===== config.mk =====
export PLATFORM = sky130hd
export DESIGN_NAME = uart_line_editor
export DESIGN_NICKNAME = d
export VERILOG_FILES = /design/src/rtl/uart_line_editor.sv
export SDC_FILE = /design/constraint.sdc
export NUM_CORES = 1
export LEC_CHECK = 0
export CORE_MARGIN = 1.5
export CORE_UTILIZATION = 50
export DETAILED_ROUTE_END_ITERATION = 8
export GPL_TIMING_DRIVEN = 1
export PLACE_DENSITY = 0.66
export SLEW_MARGIN = 20
export SYNTH_ARGS = -nofsm -noshare
export SYNTH_HDL_FRONTEND = slang
export SYNTH_SLANG_ARGS = --single-unit

===== constraint.sdc =====
create_clock -name clk -period 4 [get_ports clk]
set_clock_uncertainty 0.1 [all_clocks]
set_input_delay 0.6 -clock clk [delete_from_list [all_inputs] [get_ports clk]]
set_output_delay 0.6 -clock clk [all_outputs]
set_load 0.02 [all_outputs]

===== src/rtl/uart_line_editor.sv =====
// Line editor between a UART receiver and transmitter: collects one line with
// case swap and backspace editing, then replays it on an AXI-Stream style port.
module uart_line_editor #(
  parameter int DEPTH = 64
) (
  input  logic       clk,
  input  logic       sresetn,
  input  logic       s_valid,
  input  logic [7:0] s_data,
  input  logic       m_axis_tready,
  output logic       m_axis_tvalid,
  output logic [7:0] m_axis_tdata,
  output logic       m_axis_tlast,
  output logic       m_axis_ttrunc,
  output logic       drop,
  output logic       dbg_state
);

  localparam int AW = $clog2(DEPTH);
  localparam logic [0:0] ST_COLLECT = 1'b0;
  localparam logic [0:0] ST_EMIT    = 1'b1;
  localparam logic [AW-1:0] LAST_SLOT = AW'(DEPTH - 1);

  // Stream handshake: a byte transfers on a rising edge where m_axis_tvalid and
  // m_axis_tready are both 1; tvalid/tdata/tlast/ttrunc hold until that edge.

  logic [0:0]    state_q, state_d;
  logic [AW-1:0] count_q, count_d;
  logic [AW-1:0] rd_ptr_q, rd_ptr_d;
  logic          trunc_q, trunc_d;
  logic          tvalid_q, tvalid_d;
  logic [7:0]    tdata_q, tdata_d;
  logic          tlast_q, tlast_d;
  logic          ttrunc_q, ttrunc_d;
  logic          drop_q, drop_d;

  logic [7:0]    mem [DEPTH];
  logic          wr_en;
  logic [7:0]    wr_data;
  logic [AW-1:0] rd_next;

  logic       is_bs, is_term, is_alpha;
  logic [7:0] conv_byte;

  always_comb begin
    is_bs     = (s_data == 8'h08) || (s_data == 8'h7F);
    is_term   = (s_data == 8'h0A) || (s_data == 8'h0D);
    is_alpha  = ((s_data >= 8'h41) && (s_data <= 8'h5A)) ||
                ((s_data >= 8'h61) && (s_data <= 8'h7A));
    conv_byte = is_alpha ? (s_data ^ 8'h20) : s_data;
  end

  always_comb begin
    state_d  = state_q;
    count_d  = count_q;
    rd_ptr_d = rd_ptr_q;
    trunc_d  = trunc_q;
    tvalid_d = tvalid_q;
    tdata_d  = tdata_q;
    tlast_d  = tlast_q;
    ttrunc_d = ttrunc_q;
    drop_d   = 1'b0;
    wr_en    = 1'b0;
    wr_data  = conv_byte;
    rd_next  = rd_ptr_q + AW'(1);

    case (state_q)
      ST_COLLECT: begin
        if (s_valid) begin
          if (is_bs) begin
            if (count_q != '0) count_d = count_q - AW'(1);
          end else if (is_term) begin
            if (count_q != '0) begin
              // Slot 0 already holds the first character, so the first byte
              // can be presented on the very next cycle.
              wr_en    = 1'b1;
              wr_data  = s_data;
              state_d  = ST_EMIT;
              rd_ptr_d = '0;
              tvalid_d = 1'b1;
              tdata_d  = mem[0];
              tlast_d  = 1'b0;
              ttrunc_d = trunc_q;
            end
          end else if (count_q == LAST_SLOT) begin
            drop_d  = 1'b1;
            trunc_d = 1'b1;
          end else begin
            wr_en   = 1'b1;
            count_d = count_q + AW'(1);
          end
        end
      end
      default: begin
        drop_d = s_valid;
        if (m_axis_tready) begin
          if (tlast_q) begin
            state_d  = ST_COLLECT;
            count_d  = '0;
            rd_ptr_d = '0;
            trunc_d  = 1'b0;
            tvalid_d = 1'b0;
            tlast_d  = 1'b0;
            ttrunc_d = 1'b0;
          end else begin
            // count_q still indexes the stored terminator during replay.
            rd_ptr_d = rd_next;
            tdata_d  = mem[rd_next];
            tlast_d  = (rd_next == count_q);
          end
        end
      end
    endcase
  end

  always_ff @(posedge clk or negedge sresetn) begin
    if (!sresetn) begin
      state_q  <= ST_COLLECT;
      count_q  <= '0;
      rd_ptr_q <= '0;
      trunc_q  <= 1'b0;
      tvalid_q <= 1'b0;
      tdata_q  <= 8'h00;
      tlast_q  <= 1'b0;
      ttrunc_q <= 1'b0;
      drop_q   <= 1'b0;
    end else begin
      state_q  <= state_d;
      count_q  <= count_d;
      rd_ptr_q <= rd_ptr_d;
      trunc_q  <= trunc_d;
      tvalid_q <= tvalid_d;
      tdata_q  <= tdata_d;
      tlast_q  <= tlast_d;
      ttrunc_q <= ttrunc_d;
      drop_q   <= drop_d;
    end
  end

  always_ff @(posedge clk) begin
    if (wr_en) mem[count_q] <= wr_data;
  end

  assign m_axis_tvalid = tvalid_q;
  assign m_axis_tdata  = tdata_q;
  assign m_axis_tlast  = tlast_q;
  assign m_axis_ttrunc = ttrunc_q;
  assign drop          = drop_q;
  assign dbg_state     = state_q[0];

endmodule


# Word level (Yosys, flattened, before mapping)
# Memories as Yosys holds them, arrays and structs flattened.
# Cells that the tools add are included.
word_totals:
  reg_bits: 26
  ram_bits: 512
  inputBits: 12
  out_inout_bits: 13
  elab_cells: 118
  memories: 1
op_classes:
  addsub: 3
  n_lt_le_gt_ge: 4
  n_eq_ne: 14
  mux: 71
  bitwise_logic: 1
  reduce_logical: 15
memory_table:
  columns: ["name", "depth", "width", "rd", "rd_ports_with_merged_regs", "wr", "line_no", "source"]
  rows:
  - ["mem", 64, 8, 2, 0, 1, "37", "logic [7:0] mem [DEPTH];"]
op_table:
  columns: ["cell", "n"]
  rows:
  - ["6-bit 2-to-1 mux", 21]
  - ["8-bit 2-to-1 mux", 7]
  - ["1-bit 2-to-1 mux", 43]
  - ["8-bit by 4-bit == test with 1-bit output, second input constant", 3]
  - ["6-bit AND reduction", 4]
  - ["8-bit by 7-bit >= comparator with 1-bit output, second input constant", 2]
  - ["8-bit by 7-bit <= comparator with 1-bit output, second input constant", 2]
  - ["6-bit by 1-bit adder with 6-bit output, second input constant", 2]
  - ["8-bit by 7-bit == test with 1-bit output, second input constant", 1]
  - ["2-bit inequality test, second input constant", 4]
  - ["2-bit nonzero test", 4]
  - ["6-bit == test", 1]
  - ["6-bit == test, second input constant", 1]
  - ["3-bit inequality test, second input constant", 2]
  - ["6-bit nonzero test", 1]
  - ["6-bit by 1-bit subtractor with 6-bit output, second input constant", 1]
  - ["5-bit AND reduction", 1]
  - ["1-bit logical OR", 3]
  - ["3-bit by 2-bit inequality test with 1-bit output, second input constant", 1]
  - ["1-bit logical AND", 2]
  - ["2-bit by 1-bit inequality test with 1-bit output, second input constant", 1]
  - ["1-bit inverter", 1]

# Longest topological paths before layout
# Gate-level depths: netlist of run 1.
depth:
  ltp_word: 9
  mapped_depth: 12
  ltp_nobuf: 11

# Least setup slack after synthesis of run 1
# OpenSTA, ideal clock, no wires.
synth_timing:
  path_type: "input to register"
  from: "input port s_data[2]"
  to: "memory mem[0][5], data pin"
  setup_ps: 535
  arrival_time_ps: 2932
  required_ps: 3365
  setup_slack_ps: 432
  path_stages: 4
  n_path_buf: 1
  path_cell_list: "buf_2 -> nor3_1 -> a211oi_1 -> xor2_1"
synth_via:
  elab_chain_len: 9
  elab_cells_between_ends: 19
  classes_between: "4 x order compare; 4 x eq/ne; 6 x mux; 5 x reduce/logical"
synth_rtl:
  columns: ["item", "line_no", "source"]
  rows:
  - ["start, declared", "9", "input logic [7:0] s_data,"]
  - ["8-bit by 7-bit >= comparator with 1-bit output (tied with other cells)", "48", "is_alpha = ((s_data >= 8'h41) && (s_data <= 8'h5A)) ||"]
  - ["1-bit logical AND (on tied branches)", "48, 49", null]
  - ["1-bit logical OR", "48", null]
  - ["6-bit 2-to-1 mux", "50", "conv_byte = is_alpha ? (s_data ^ 8'h20) : s_data;"]
  - ["6-bit 2-to-1 mux", "73", "if (count_q != '0) begin"]
  - ["6-bit 2-to-1 mux", "72", "end else if (is_term) begin"]
  - ["6-bit 2-to-1 mux", "70", "if (is_bs) begin"]
  - ["6-bit 2-to-1 mux", "69", "if (s_valid) begin"]
  - ["6-bit 2-to-1 mux (*)", "67", "case (state_q)"]
  - ["net wr_data[5]", "39", "logic [7:0] wr_data;"]
  - ["end, declared", "37", null]
# The timed path passes the listed nets; every way through them passes the cells marked *.

# Worst setup path in the final report of run 1
layout_timing:
  from: "input port s_data[5]"
  to: "register count_q[5]"
layout_via:
  elab_chain_len: 5
  elab_cells_between_ends: 13
  classes_between: "7 x eq/ne; 3 x mux; 3 x reduce/logical"
layout_rtl:
  columns: ["item", "line_no", "source"]
  rows:
  - ["parallel branches: the longest is 5 deep, another holds 8-bit by 4-bit == test with 1-bit output", null, null]
  - ["end signal, assigned", "129", "count_q <= count_d;"]
  - ["end, declared", "28", "logic [AW-1:0] count_q, count_d;"]
# Parallel ways; which one is timed is not known. The select of a mux whose other input is x is not followed.
# A chain may end at the register's enable or synchronous reset.

==> impl_metrics.ini, run 1 <==
[power]
irDropWorstVdd_uv = 533
total_power_mw = 15.9
pwr_density_cell_nw_per_um2 = 641
leakage_nw = 8.10

[critical_path]
cp.arrival_ps = 3670
path_class = in -> reg
end_kind = flip-flop
cp_max_fo = 4
reg2reg_from = rd_ptr_q[0]$_DFFE_PN0P_
cp-start-kind = input pin
cp_data_required_time_ps = 4420
startpoint = s_data[5]

[global_route]
grt_max_degree = 70
grt_pass1_vias = 11500
globalRouteOverflowTotal = 0
track_usage = 0.229
grt_pass1_wl_um = 73800
antenna_found_initial = 3

[route]
drtPass1Iterations = 5
postRouteAntennaNets = 0
drt_iter0_drc = 1246
drt_wl_total_um = 49300
avgRoutedWirePerCell_um = 25.7
vias_per_cell = 5.87
remaining_drc_errors = 0
vias = 11300

[finish]
synthToLayoutAreaGrowth_pct = 14.2
final_nets = 1309
drive_gt1_frac = 0.244
n_antenna_cell = 0

[clocking]
cts-root-buf = clkbuf_16
cts.htree.levels = 2
cts_resized = 0
clockBufferDepth = 3
cts.sinks = 538
clock_latency_ps = 600
cts_post_setup_buffers_inserted = 0
cts_buffers = 52
cts_tree = built
holdBufCountCts = 0
clk_pin_slew_ps = 70

[place]
place_congestion = 0.871
port_buffers = 24
dpl.hpwl_um = 30600

[timing]
fin_crit_ps = 3260
report.final.setup_viol = 0
slew_violations = 0
max_slew_margin = 0.469
finalHoldViolCount = 0
max_freq_ghz = 0.307
worst_slew_pin_slew_ps = 797
rsz0062_at_grt = no
fin_tns_setup_ps = 0
post-route-period-util = 0.814

[synth]
ys_ff_latch = 538
synth-compound-area-share = 0.0274
synthMuxAreaShare = 0.136
yosys_warnings = 0
ys_seq_area_frac = 0.736
synth_adder_area_share = 0.00380
syn-cell-area_sq_um = 21800
syn_inst = 1190
syn_avg_cell_area_sq_um = 18.3
yosys.area_share.simple = 0.0729
async_flop_share = 0.0483
yosysUniqueCellTypes = 66
syn_nets = 1208
synth_xor_xnor_area_share = 0.00684
ys.flop_type = edfxtp_1
synth-edff-count = 512
synth_top_family_by_area = multiplexers

[die]
die_y_um = 212
start_util = 0.506
row_count = 76
ios = 25
core_area_sq_um = 43000
fp.dieArea_sq_um = 44800
die_w_um = 212

[flow_run]
maxCapViolations = 0

[min_path]
hp-class = in -> async

[outcome]
status = finished, final reports clean
-- critical path, cell delays in order --
cell	delay [ps]
clkdlybuf4s50_1	560
or4_4	620
nor2_4	120
a21oi_1	160
inv_1	180
ha_1	250
a21o_1	170
a21oi_1	240
o21ai_0	160
xor2_1	170
or3_1	320
o21ai_0	140
-- power by group --
group / switching, mW / internal (mW) / total, mW
logic: 2.46 / 2.04 / 4.50
registers: 0.173 / 6.39 / 6.57
clock network: 2.05 / 2.81 / 4.86
-- per-stage QoR --
stage | setup slack (ps) | hold slack [ps] | std cells | utilization | instance area, sq um
after floorplan | 432 | 204 | 1190 | - | 21800
after global placement | 173 | 366 | 1822 | 0.539 | 23200
after detailed placement | 159 | 375 | 1822 | 0.539 | 23200
after CTS | 785 | 261 | 1917 | 0.578 | 24800
after global routing | 502 | 286 | 1917 | 0.578 | 24800
final | 743 | 253 | 1917 | 0.578 | 24800
-- cell type report --
class | count | area [sq um]
fillers | 3197 | 18100
flip-flops and latches | 538 | 16000
multi-input cells | 579 | 5450
clock buffers | 63 | 1360
repair buffers | 111 | 921
well taps | 585 | 732
clock inverters | 32 | 313
inverters | 9 | 33.8
-- cells in the mapped netlist (9+ instances only) --
cell type	count	area [sq um]
buf_2	28	140
clkbuf_1	25	93.8
dfrtp_1	26	651
edfxtp_1	512	15400
inv_1	9	33.8
mux4_2	128	2880
nand2_1	150	563
nand2b_1	9	56.3
nand3_1	46	230
nand4_1	17	106
nor2_1	71	267
o21ai_0	11	55.1
xnor2_1	9	78.8
-- path summary, 6_finish.rpt --
| path | depth (start not counted) | to | slack, ps |
|---|---|---|---|
| min reg2reg | 1 | m_axis_tvalid$_DFFE_PN0P_ | 390 |
| min | 1 | m_axis_tdata[4]$_DFFE_PN0P_ | 250 |
| max in group asynchronous | 2 | rd_ptr_q[0]$_DFFE_PN0P_ | 2980 |
| max | 12 | count_q[5]$_DFFE_PN0P_ | 740 |
| max reg2reg | 9 | m_axis_tdata[5]$_DFFE_PN0P_ | 910 |
| min in group clk | 1 | mem[25][4]$_DFFE_PP_ | 340 |
-- layer usage --
layer	part of all wire	track usage	up-vias
met5	0.00026	0	-
met4	0.027	0.0680	2
met3	0.073	0.0435	90
met2	0.49	0.370	403
met1	0.42	0.320	5813
li1	-	-	4953
-- state kept, by name, summed over array words and instances, names as in the netlist --
register / cells
m_axis_tdata: 8
m_axis_tlast: 1
drop: 1
m_axis_tvalid: 1
m_axis_ttrunc: 1
dbg_state: 1
count_q: 6
rd_ptr_q: 6
trunc_q: 1
mem: 512
-- logic make-up (layout without fill, tap and decap cells) --
logic type                 count (synthesis)  count (layout)
DFF                                      538             538
adders and majority gates                  6               6
muxes                                    136             136
xor gates and xnor gates                  17              17
buffers and inverters                     73             215
and+or+nand+nor                          343             343
AOI/OAI and AO/OA                         77              77
-- cell usage in the layout (no fill, tap or decap), types with 9 or more instances in the layout --
cell type,synthesis,layout
buf_4,3,82
clkbuf_1,25,10
clkbuf_16,0,53
clkdlybuf4s50_1,0,17
clkinv_1,0,12
clkinv_2,0,12
dfrtp_1,26,25
edfxtp_1,512,512
inv_1,9,9
mux4_2,128,128
nand2_1,150,150
nand2b_1,9,9
nand3_1,46,46
nand4_1,17,17
nor2_1,71,71
o21ai_0,11,11
Power figures use the tool's default switching activity.
==> inputs of run 2 (changes only) <==
==> constraint.sdc (replaced) <==
create_clock -name clk -period 3.1 [get_ports clk]
set_clock_uncertainty 0.1 [all_clocks]
set_input_delay 0.465 -clock clk [delete_from_list [all_inputs] [get_ports clk]]
set_output_delay 0.465 -clock clk [all_outputs]
set_load 0.02 [all_outputs]
==> run 2 against run 1 <==
- sequential cell count unchanged
- clock power increased by 26%
- worst hold slack got worse by 110 ps
- die area unchanged
- sequential share of layout area decreased by 1.1 points
- critical path type unchanged
==> impl_metrics.ini, run 2 (synthesis gave the netlist of run 1 again) <==
[min_path]
hp-class = in -> async

[die]
die_y_um = 212
row_count = 76
fp.dieArea_sq_um = 44800
die_w_um = 212
ios = 25
core_area_sq_um = 43000
start_util = 0.506

[clocking]
cts-root-buf = clkbuf_16
cts_buffers = 53
clockBufferDepth = 3
cts.sinks = 538
cts_tree = built
cts_post_setup_buffers_inserted = 0
clk_pin_slew_ps = 70
clock_latency_ps = 610
cts.htree.levels = 2

[timing]
report.final.setup_viol = 0
fin_crit_ps = 3000
post-route-period-util = 0.967
finalHoldViolCount = 0
fin_ws_ps = 101
fin_tns_setup_ps = 0
slew_violations = 0
max_slew_margin = 0.317
worst_slew_pin_slew_ps = 1020
max_freq_ghz = 0.333

[route]
drt_iter0_drc = 1300
vias_per_cell = 5.88
drtPass1Iterations = 5
vias = 11500
postRouteAntennaNets = 0
avgRoutedWirePerCell_um = 25.6
drt_wl_total_um = 50100
remaining_drc_errors = 0

[global_route]
antenna_found_initial = 3
grt_max_degree = 65
grt_pass1_vias = 11700
grt_pass1_wl_um = 74800
track_usage = 0.233
globalRouteOverflowTotal = 0

[critical_path]
cp_data_required_time_ps = 3230
cp-start-kind = input pin
cp_max_fo = 8
end_kind = flip-flop
cp.arrival_ps = 3130
path_class = in -> reg

[finish]
final_cell_mix = 512 x edfxtp_1, 150 x nand2_1, 128 x mux4_2, 105 x buf_4, 58 x nor2_1
largest_reg_flops = 512
seq_area_sq_um = 16000
final_nets = 1345
synthToLayoutAreaGrowth_pct = 16.1
drive_gt1_frac = 0.271
fin_area_sq_um = 25300
mostFrequentLayoutCell = edfxtp_1
multi_input_area_sq_um = 5490
fillers = 3154
regMostFlops = mem

[place]
place_congestion = 0.835
dpl.hpwl_um = 32100
place_ws_ps = -575
dpl_cell_area_sq_um = 23600
port_buffers = 24

[power]
irDropWorstVdd_uv = 744
leakage_nw = 8.28
total_power_mw = 20.8
pwr_density_cell_nw_per_um2 = 822

[outcome]
status = finished, final reports clean

[flow_run]
maxCapViolations = 0
run 2: cell count changes in the layout (fill, tap and decap cells not counted), sizes merged:
cell and change:
buf +35, clkbuf +5, clkinv -4, bufinv -3
inv +3, clkinvlp +1, diode +1
run 2: per-layer routing:
metal,vias up,global-route usage,share of wire
li1,5045,-,-
met1,5895,0.325,0.41
met2,455,0.366,0.48
met3,90,0.0475,0.083
met4,2,0.0894,0.031
met5,-,0,0.00020
run 2: where the power goes:
part | switching (mW) | internal [mW] | total [mW]
logic | 3.33 | 2.89 | 6.23
registers | 0.153 | 8.25 | 8.41
clock network | 2.67 | 3.45 | 6.12
total | 6.16 | 14.6 | 20.8
run 2: worst max-delay path: stages:
cell and delay [ps]:
clkdlybuf4s50_1 450, buf_4 160, nor4_1 390, o2111a_1 270
o21ai_2 110, a211oi_4 310, buf_4 200, nand2_4 150
nor2_1 620
run 2: final cells by class:
cell class                 instances  area share
antenna                            1   0.0000991
clock buffer                      68      0.0555
clock inverter                    29     0.00961
inverter                           9     0.00134
multi-input combinational        579       0.217
sequential                       538       0.634
tap                              585      0.0290
timing repair buffer             146      0.0528
run 2: repair_timing:
item / CTS / global route
endpoints found under the hold margin: 0 / 0
gates resized for setup: 0 / 13
hold buffers: 0 / 0
endpoints found under the setup margin: 0 / 104
run 2: metrics by stage:
step                hold WS, ps  cells  utilization
floorplan                  69.4   1190            -
global placement            370   1857        0.549
detailed placement          382   1857        0.549
CTS                         127   1954        0.587
global route                143   1954        0.588
finish                      145   1955        0.588
run 2: path summary, 6_finish.rpt:
path | start | endpoint | slack [ps] | cells past startpoint
max | s_data[5] | mem[2][6]$_DFFE_PP_ | 100 | 9
min | sresetn | m_axis_tdata[3]$_DFFE_PN0P_ | 150 | 2
max reg2reg | rd_ptr_q[0]$_DFFE_PN0P_ | m_axis_tdata[0]$_DFFE_PN0P_ | 160 | 7
min reg2reg | m_axis_tvalid$_DFFE_PN0P_ | m_axis_tvalid$_DFFE_PN0P_ | 380 | 1
max in group asynchronous | sresetn | rd_ptr_q[0]$_DFFE_PN0P_ | 2440 | 2
min in group clk | s_data[7] | mem[8][7]$_DFFE_PP_ | 160 | 1
==> inputs of run 3 (changes only) <==
--- a/config.mk
+++ b/config.mk
@@ -9,7 +9,7 @@
 export CORE_UTILIZATION = 50
 export DETAILED_ROUTE_END_ITERATION = 8
 export GPL_TIMING_DRIVEN = 1
-export PLACE_DENSITY = 0.66
+export PLACE_DENSITY_LB_ADDON = 0.25
 export SLEW_MARGIN = 20
 export SYNTH_ARGS = -nofsm -noshare
 export SYNTH_HDL_FRONTEND = slang
==> run 3 against run 2 <==
- sequential share of layout area shrank 0.094 points
- register-to-register slack lost 80 ps
- sequential cell count is the same
- combinational power grew 1%
- worst setup slack lost 44 ps
- design area grew 0.15%
- fmax shrank 1.5%
- sequential power is essentially flat
- total power grew 1.4%
- critical path type unchanged
==> impl_metrics.ini, run 3 (synthesis gave the netlist of run 1 again) <==
[outcome]
status = finished, final reports clean

[finish]
fillers = 3196
seq_area_sq_um = 16000
final_nets = 1338
multi_input_area_sq_um = 5540
largest_reg_flops = 512
instances_no_fill = 1947
utilization = 0.589
drive_gt1_frac = 0.286
final_cell_mix = 512 x edfxtp_1, 150 x nand2_1, 128 x mux4_2, 101 x buf_4, 53 x clkbuf_16
mostFrequentLayoutCell = edfxtp_1
synthToLayoutAreaGrowth_pct = 16.3
regMostFlops = mem
fin_area_sq_um = 25300
n_antenna_cell = 0

[global_route]
grt_pass1_wl_um = 76100
antenna_found_initial = 2
globalRouteOverflowTotal = 0
track_usage = 0.235
grt_pass1_vias = 11700
grt_max_degree = 61

[timing]
fin_crit_ps = 3040
report.final.setup_viol = 0
max_slew_margin = 0.268
post-route-period-util = 0.982
rsz0062_at_grt = yes
worst_slew_pin_slew_ps = 1090
slew_violations = 0
finalHoldViolCount = 0
max_freq_ghz = 0.329
whs_ps = 148

[place]
place_congestion = 0.866
dpl.hpwl_um = 32900
port_buffers = 24
dpl_cell_area_sq_um = 23500
placedCellCount = 1851

[power]
leakage_nw = 8.26
pwr_density_cell_nw_per_um2 = 832
irDropWorstVdd_uv = 856

[critical_path]
reg2reg_from = rd_ptr_q[0]$_DFFE_PN0P_
cp_data_required_time_ps = 3230
crit_path_end = mem[38][3]$_DFFE_PP_
ff2ff_setup_slack_ps = 80
path_class = in -> reg
cp-start-kind = input pin
end_kind = flip-flop
r2r-end = m_axis_tdata[0]$_DFFE_PN0P_
cp.arrival_ps = 3180
cp_max_fo = 8
worstRegToRegCells = 7
startpoint = s_data[5]

[die]
row_count = 76
die_y_um = 212
start_util = 0.506
die_w_um = 212
core_area_sq_um = 43000
fp.dieArea_sq_um = 44800
ios = 25

[route]
postRouteAntennaNets = 0
top_layer_used = met4
drt_iter0_drc = 1221
vias = 11500
remaining_drc_errors = 0
wl_met1_um = 21100
drt_wl_total_um = 50600
vias_per_cell = 5.89
drtPass1Iterations = 5
routed-wl-met3_um = 3780
wl_met2_um = 24600
avgRoutedWirePerCell_um = 26.0

[flow_run]
maxCapViolations = 0

[clocking]
cts_tree = built
cts.sinks = 538
clockBufferDepth = 3
cts.htree.levels = 2
clk_pin_slew_ps = 60
cts_buffers = 52
clock_latency_ps = 610
cts-root-buf = clkbuf_16

[min_path]
hp-class = in -> async
[run 3: area by class of cell]
class	count	area share
sequential	538	0.634
multi-input combinational	579	0.219
clock buffer	63	0.0539
timing repair buffer	140	0.0499
tap	585	0.0289
clock inverter	33	0.0135
inverter	9	0.00134
[run 3: power breakdown]
part           total, mW  switching (mW)  internal (mW)
clock               6.35            2.70           3.65
sequential          8.40           0.148           8.25
combinational       6.29            3.43           2.86
total               21.0            6.28           14.8
[run 3: worst min path at each step]
stage / endpoint / slack, ps / cells past startpoint
detailed placement: m_axis_tvalid$_DFFE_PN0P_ / 370 / 1
floorplan: count_q[0]$_DFFE_PN0P_ / 70 / 0
finish: m_axis_tdata[7]$_DFFE_PN0P_ / 150 / 2
global route: m_axis_tdata[2]$_DFFE_PN0P_ / 160 / 2
global placement: m_axis_tvalid$_DFFE_PN0P_ / 360 / 1
CTS: m_axis_tdata[7]$_DFFE_PN0P_ / 140 / 2
[run 3: repair_timing]
action                     4_1_cts  5_1_grt
setup endpoints to repair        8      256
pin swaps                        0        0
hold buffers                     0        0
gates resized for setup          1       31
buffers inserted                 0        0
hold endpoints to repair         0        0
[run 3: through the flow]
step | setup TNS [ps] | power [mW] | worst slack, ps
2_1_floorplan | 0 | 12.8 | 254
3_3_place_gp | -211320 | 14.8 | -622
3_5_place_dp | -212450 | 14.9 | -627
4_1_cts | 0 | 21.2 | 2.49
5_1_grt | -748 | 21.9 | -47.9
6_report | 0 | 21.0 | 56.9
[run 3: critical path: stages]
cell and delay (ps):
clkdlybuf4s50_1 480, or4_4 590, nor2_4 120, a32oi_2 180, a211oi_4 320, buf_4 200
nand2_2 240, nor2_1 590
[run 3: layer usage]
layer | GRT usage | vias to the layer above
li1 | - | 5028
met1 | 0.336 | 5943
met2 | 0.376 | 430
met3 | 0.0347 | 67
met4 | 0.0746 | 0
met5 | 0 | -
